[config.mk]
export PLATFORM = sky130hd
export DESIGN_NAME = regfile_write_demux
export DESIGN_NICKNAME = d
export VERILOG_FILES = /design/src/rtl/regfile_write_demux.sv
export SDC_FILE = /design/constraint.sdc
export NUM_CORES = 2
export LEC_CHECK = 0
export CORE_AREA = 2 2 433 435
export CTS_BUF_LIST = sky130_fd_sc_hd__clkbuf_4 sky130_fd_sc_hd__clkbuf_8
export DETAILED_ROUTE_END_ITERATION = 10
export DIE_AREA = 0 0 435 437
export GPL_ROUTABILITY_DRIVEN = 0
export PLACE_DENSITY = 0.49
export SYNTH_ARGS = -nofsm -noshare
export SYNTH_HDL_FRONTEND = slang
export SYNTH_SLANG_ARGS = --single-unit
[constraint.sdc]
create_clock -name clk -period 6.2 [get_ports clk]
set_clock_uncertainty 0.1 [all_clocks]
set_input_delay 0.93 -clock clk [delete_from_list [all_inputs] [get_ports clk]]
set_output_delay 0.93 -clock clk [all_outputs]
set_load 0.1 [all_outputs]
[src/rtl/regfile_write_demux.sv]
`default_nettype none
// ============================================================================
//  Module   : regfile_write_demux
//  Purpose  : Write side of a 32 x N register memory. Buffers (addr, data)
//             requests in a small FIFO and commits one per cycle through a
//             5->32 one-hot decoder. Optional macro ZERO_REG_EN hardwires
//             register 0 to zero.
//  Revision : 1.0 - initial release
// ============================================================================
module regfile_write_demux #(
    parameter int N      = 32,
    parameter int QDEPTH = 2
) (
    input  logic            clk,
    input  logic            rst_n,
    input  logic            wr_valid,
    output logic            wr_ready,
    input  logic [4:0]      wr_addr,
    input  logic [N-1:0]    wr_data,
    input  logic            hold_i,
    input  logic            flush_i,
    output logic [31:0]     we_o,
    output logic [2:0]      pend_o,
    output logic [32*N-1:0] regs_o
);

    localparam int         PW    = (QDEPTH > 2) ? 2 : 1;
    localparam logic [2:0] DEPTH = 3'(QDEPTH);

    logic [4:0]    q_addr [QDEPTH];
    logic [N-1:0]  q_data [QDEPTH];
    logic [PW-1:0] head;
    logic [PW-1:0] tail;
    logic [2:0]    count;
    logic          push;
    logic          commit;
    logic [31:0]   dec;
    logic [31:0]   load_en;

    // Ready depends only on the registered count, never on hold_i.
    assign wr_ready = (count < DEPTH);
    assign push     = wr_valid && wr_ready && !flush_i;
    assign commit   = (count != 3'd0) && !hold_i && !flush_i;
    assign pend_o   = count;

    always_comb begin
        dec = 32'd1 << q_addr[head];
    end

`ifdef ZERO_REG_EN
    assign load_en = {dec[31:1], 1'b0};
`else
    assign load_en = dec;
`endif

    always_ff @(posedge clk) begin
        if (!rst_n) begin
            head  <= '0;
            tail  <= '0;
            count <= 3'd0;
        end else if (flush_i) begin
            head  <= tail;
            count <= 3'd0;
        end else begin
            if (push)   tail <= tail + PW'(1);
            if (commit) head <= head + PW'(1);
            case ({push, commit})
                2'b10:   count <= count + 3'd1;
                2'b01:   count <= count - 3'd1;
                default: count <= count;
            endcase
        end
    end

    // Queue storage needs no reset: entries are only read once counted.
    always_ff @(posedge clk) begin
        if (push) begin
            q_addr[tail] <= wr_addr;
            q_data[tail] <= wr_data;
        end
    end

    always_ff @(posedge clk) begin
        if (!rst_n) begin
            we_o <= 32'd0;
        end else begin
            we_o <= commit ? load_en : 32'd0;
        end
    end

    generate
        for (genvar k = 0; k < 32; k++) begin : g_reg
            logic [N-1:0] value;
            always_ff @(posedge clk) begin
                if (!rst_n) begin
                    value <= '0;
                end else if (commit && load_en[k]) begin
                    value <= q_data[head];
                end
            end
            assign regs_o[k*N +: N] = value;
        end
    endgenerate

endmodule
`default_nettype wire
Word level (Yosys, flattened, before mapping) --
Memories as Yosys holds them, arrays and structs flattened. A register that Yosys moved wholly into a read port is not among the register bits. Index checks and enable logic that the tools add are counted.
Word-level totals: memory bits (writable) 74, memories 2, input port bits 42, word-level logic and storage cells 101, register bits 1061, output and inout port bits 1060
Memory list:
- q_data | depth 2, bits a word 32, read ports 1, clocked after memory_dff 1, wr ports 1, RTL line 31 | logic [N-1:0] q_data [QDEPTH];
- q_addr | depth 2, bits a word 5, read ports 1, clocked after memory_dff 1, wr ports 1, RTL line 30 | logic [4:0] q_addr [QDEPTH];
Operators by class: equal/unequal tests 2, order comparisons 1, bitwise gates (word level) 2, mux-type cells 9, shift operators 1, reductions and logical operators 44, add/subtract/negate cells 4
Operators by type and width (number):
- $logic_and A1 B1 Y1 | 36
- $shl A1 B5 Y32 const A | 1
- $mux W1 | 8
- $pmux W3 S2 | 1
- $reduce_and A2 Y1 | 2
- $reduce_bool A2 Y1 | 2
- $add A3 B1 Y3 const B | 1
- $lt A3 B2 Y1 const B | 1
- $reduce_bool A3 Y1 | 1
- $sub A3 B1 Y3 const B | 1
- $add A1 B1 Y1 const B | 2
- $eq A2 B1 Y1 const B | 1
- $eq A2 B2 Y1 const B | 1
- $logic_not A1 Y1 | 2
- $not A1 Y1 | 2
- $reduce_or A2 Y1 | 1

Depth between registers and ports, before layout --
depth in word-level cells 7, gate-level depth with buffers 9

Worst setup path before layout --
Ideal clock, no wire load.
path kind register -> register, start point register count[1] (netlist: pend_o[1]), end point memory q_addr[0][0] (enable), arrival time 4.101 ns, required time 5.667 ns, cell stages (with the launch flop) 5, slack 1.567 ns, path through dfxtp_1 > nor2_1 > and3_1 > inv_1 > nor2_1
On the way: word-level cells in the longest chain between the ends 5
Ends and longest elaborated chain:
- from (decl) | RTL line 34 | logic [2:0] count;
- from (signal assigned) | RTL line 68 | 2'b10: count <= count + 3'd1;
- from (signal assigned) | RTL line 69 | 2'b01: count <= count - 3'd1;
- from (signal assigned) | RTL line 70 | default: count <= count;
- $lt A3 B2 Y1 | RTL line 41 | assign wr_ready = (count < DEPTH);
- net wr_ready | RTL line 17 | output logic wr_ready,
- $logic_and A1 B1 Y1 (2 in series) | RTL line 42 | assign push = wr_valid && wr_ready && !flush_i;
- $mux W1 | RTL line 77 | if (push) begin
- $mux W1 (implied by the code) | RTL line 78 | q_addr[tail] <= wr_addr;
- to (decl) | RTL line 30
The timed path passes the listed nets, and every way through them passes these cells.

==> impl_metrics.yaml <==
timing:
  relSlewSlack: 0.1986
  finalMaxSlewViolations: 0
  timing.final.crit_period_ns: 3.827
  layout_setup_ws_ns: 2.373
  finalHoldViolCount: 0
  final-setup-viol-count: 0
  final.setup.tns_ns: 0
  rsz0062_at_grt: "false"
  worst_pin_slew_ns: 1.198
  min_period_over_period: 0.6172
  fmax_ghz: 0.2613
clock_tree:
  cts_tree: "yes"
  clk_path_buf_depth: 3
  insertion_delay_ns: 0.97
  cts_root_buffer: "clkbuf_8"
  clkSlewWorstSetupHoldPaths_ns: 0.05
  ctsResizeCount: 0
  hold_buffers: 0
  h-tree-depth: 4
  cts_buffers: 201
  cts.sink_count: 1136
  cts_setup_buffers: 0
die:
  num_rows: 158
  start_util: 0.2215
  die_w_um: 435
  die_area_um2: 190100
  die_y_um: 437
  core_um2: 185000
  io_pins: 1102
outcome:
  status: "complete, no violations"
detailed_routing:
  wl_per_cell_um: 24.43
  drtAntennaViolNets: 0
  dr.first_iter.drc_count: 1610
  drt-total-wl_um: 180700
  drt_first_pass_iters: 5
  drc: 0
  vias_per_cell: 4.175
  num_vias: 30876
setup_path:
  cp_max_fo: 32
  arrival_ns: 4.48
  r2r_setup_slack_ns: 2.37
  r2r_cells: 4
  crit_type: "reg2reg"
  cp.required_ns: 6.86
  rr_endpoint: "g_reg[15].value[9]"
  cp-start-kind: "register"
  cp-end-kind: "register"
synth:
  synth_cells: 3710
  ys_seq_area_frac: 0.5729
  syn_nets: 3754
  synth_area_um2: 40990
  ys_ff_latch: 1136
  yosys_warnings: 0
  postSynthAreaPerCell_um2: 11.05
  yosys.cell_types.count: 42
cells_and_area:
  nNetsFinal: 4799
  syn2layout_area_growth_pct: 42.32
  drive_gt1_frac: 0.1101
  num-fill-cells: 19154
placement:
  hpwl_um: 119100
  place_ws_ns: 2.009
  io_buffers: 1101
global_route:
  grt_pass1_vias: 30685
  antenna_found_initial: 24
  grt_pass1_wl_um: 246200
  grt.overflow.total: 0
  grtUsageTotal: 0.1825
  grt_max_degree: 209
worst_hold_path:
  hold_class: "reg2reg"
  hold_depth: 2
  hold_end: "g_reg[10].value[17]"
  hp-start: "g_reg[10].value[17]"
run:
  drv_cap: 0
pwr:
  p_total_w: 0.01551
  ir_drop_uv: 157.4
  p_leak_nw: 20.61
  powerDensity_nw_per_um2: 265.8
-- logic make-up (layout without fill, tap and decap cells) --
kind of cell / count (synthesis) / count (layout) / share of synthesized area
flip-flops: 1136 / 1136 / 0.5729
adder cells (fa/ha/maj): 2 / 2 / 0.0007936
multiplexers: 1058 / 1058 / 0.2595
buffers and inverters: 343 / 1537 / 0.04793
XOR/XNOR: 3 / 3 / 0.0006412
AND/OR/NAND/NOR: 1152 / 1152 / 0.1151
AO/OA/AOI/OAI: 16 / 16 / 0.003205
other: 0 / 12 / 0
-- Yosys cell counts --
cell / n / share of area
nand2b_1: 5 / 0.00076
or3_1: 9 / 0.0014
and3b_1: 2 / 0.00043
nand3_1: 2 / 0.00024
nor3b_1: 1 / 0.00018
nor3_1: 26 / 0.0032
nor3_4: 20 / 0.0079
buf_4: 49 / 0.0090
a21oi_1: 4 / 0.00049
clkbuf_1: 218 / 0.020
ha_1: 1 / 0.00031
buf_6: 15 / 0.0041
a21oi_2: 1 / 0.00021
a31oi_2: 1 / 0.00031
o32ai_1: 1 / 0.00021
a32oi_2: 1 / 0.00040
buf_2: 21 / 0.0026
a2bb2oi_2: 1 / 0.00037
nor4_1: 2 / 0.00031
mux2i_1: 1025 / 0.25
and2_1: 1 / 0.00015
o21a_1: 1 / 0.00018
nor2_1: 17 / 0.0016
nor3_2: 6 / 0.0015
buf_12: 1 / 0.00049
a31oi_1: 2 / 0.00031
nand2_1: 1057 / 0.097
o32a_1: 2 / 0.00049
nor2b_1: 1 / 0.00015
mux2_2: 32 / 0.0088
inv_1: 8 / 0.00073
and3_1: 1 / 0.00015
buf_8: 30 / 0.011
o21ai_0: 2 / 0.00024
buf_1: 1 / 0.000091
mux2_4: 1 / 0.00037
dfxtp_1: 1062 / 0.52
or4_1: 2 / 0.00037
fa_1: 1 / 0.00049
xor2_1: 2 / 0.00043
xnor2_1: 1 / 0.00021
edfxtp_1: 74 / 0.054
-- metal layers --
layer  part of all wire  GRT usage  wire length (um)
met1               0.39     0.2047             71210
met2               0.51     0.3270             92120
met3              0.058    0.04805             10560
met4              0.038    0.07202              6822
met5                  0          0                 0
-- critical path, cell delays in order (launching register included) --
cell and delay [ns]:
dfxtp_2 0.74, mux2_4 0.45, or4_2 1.00, or3_2 1.07, mux2i_1 0.24
-- through the flow --
step / util / std cells / cell area [um2] / hold WS (ns)
after floorplan: - / 3710 / 40990 / 0.4351
after global placement: 0.2919 / 7032 / 54020 / 0.3409
after detailed placement: 0.2919 / 7032 / 54020 / 0.3452
after CTS: 0.3151 / 7384 / 58300 / 0.2926
after global routing: 0.3152 / 7392 / 58320 / 0.3460
final: 0.3152 / 7396 / 58330 / 0.3532
-- worst max-delay path by stage --
stage	from	end	slack [ns]	depth (start not counted)
after floorplan	pend_o[1]	q_addr[0][0]	1.57	4
after CTS	pend_o[2]	wr_ready	2.25	2
final	register	g_reg[15].value[9]	2.37	4
after detailed placement	hold_i	g_reg[15].value[6]	2.01	4
after global placement	hold_i	g_reg[15].value[4]	2.04	4
after global routing	pend_o[2]	wr_ready	2.24	2
-- registers in the layout (all words and copies together), names as in the netlist, named ones only --
name     cells
g.value   1024
tail         1
q_data      64
pend_o       3
head         1
we_o        32
q_addr      10
-- cell type report --
cell class / instances / area (um2) / area share
sequential: 1136 / 23480 / 0.4026
multi-input combinational: 2231 / 15750 / 0.2700
timing repair buffer: 1177 / 11650 / 0.1997
clock buffer: 319 / 3902 / 0.06690
tap: 2480 / 3103 / 0.05319
clock inverter: 33 / 379.1 / 0.006499
inverter: 8 / 30.03 / 0.0005148
antenna: 12 / 30.03 / 0.0005148
-- report_power, final --
group          switching [W]  internal, W  leakage, nW  total [W]
sequential         0.0000124      0.00740         9.23    0.00741
clock                0.00329      0.00416         2.29    0.00745
combinational       0.000533     0.000108         9.09   0.000641
-- placed cells by master, fill, tap and decap left out, types with 12 or more instances in the layout --
cell type	n
buf_4	74
clkbuf_4	78
clkbuf_8	241
clkdlybuf4s50_1	1097
clkinv_2	13
dfxtp_1	1061
diode_2	12
edfxtp_1	74
mux2_2	32
mux2i_1	1025
nand2_1	1025
nand2_2	25
nor2_1	16
nor3_1	26
nor3_4	26
No activity file was read; power rests on OpenSTA's default activity.
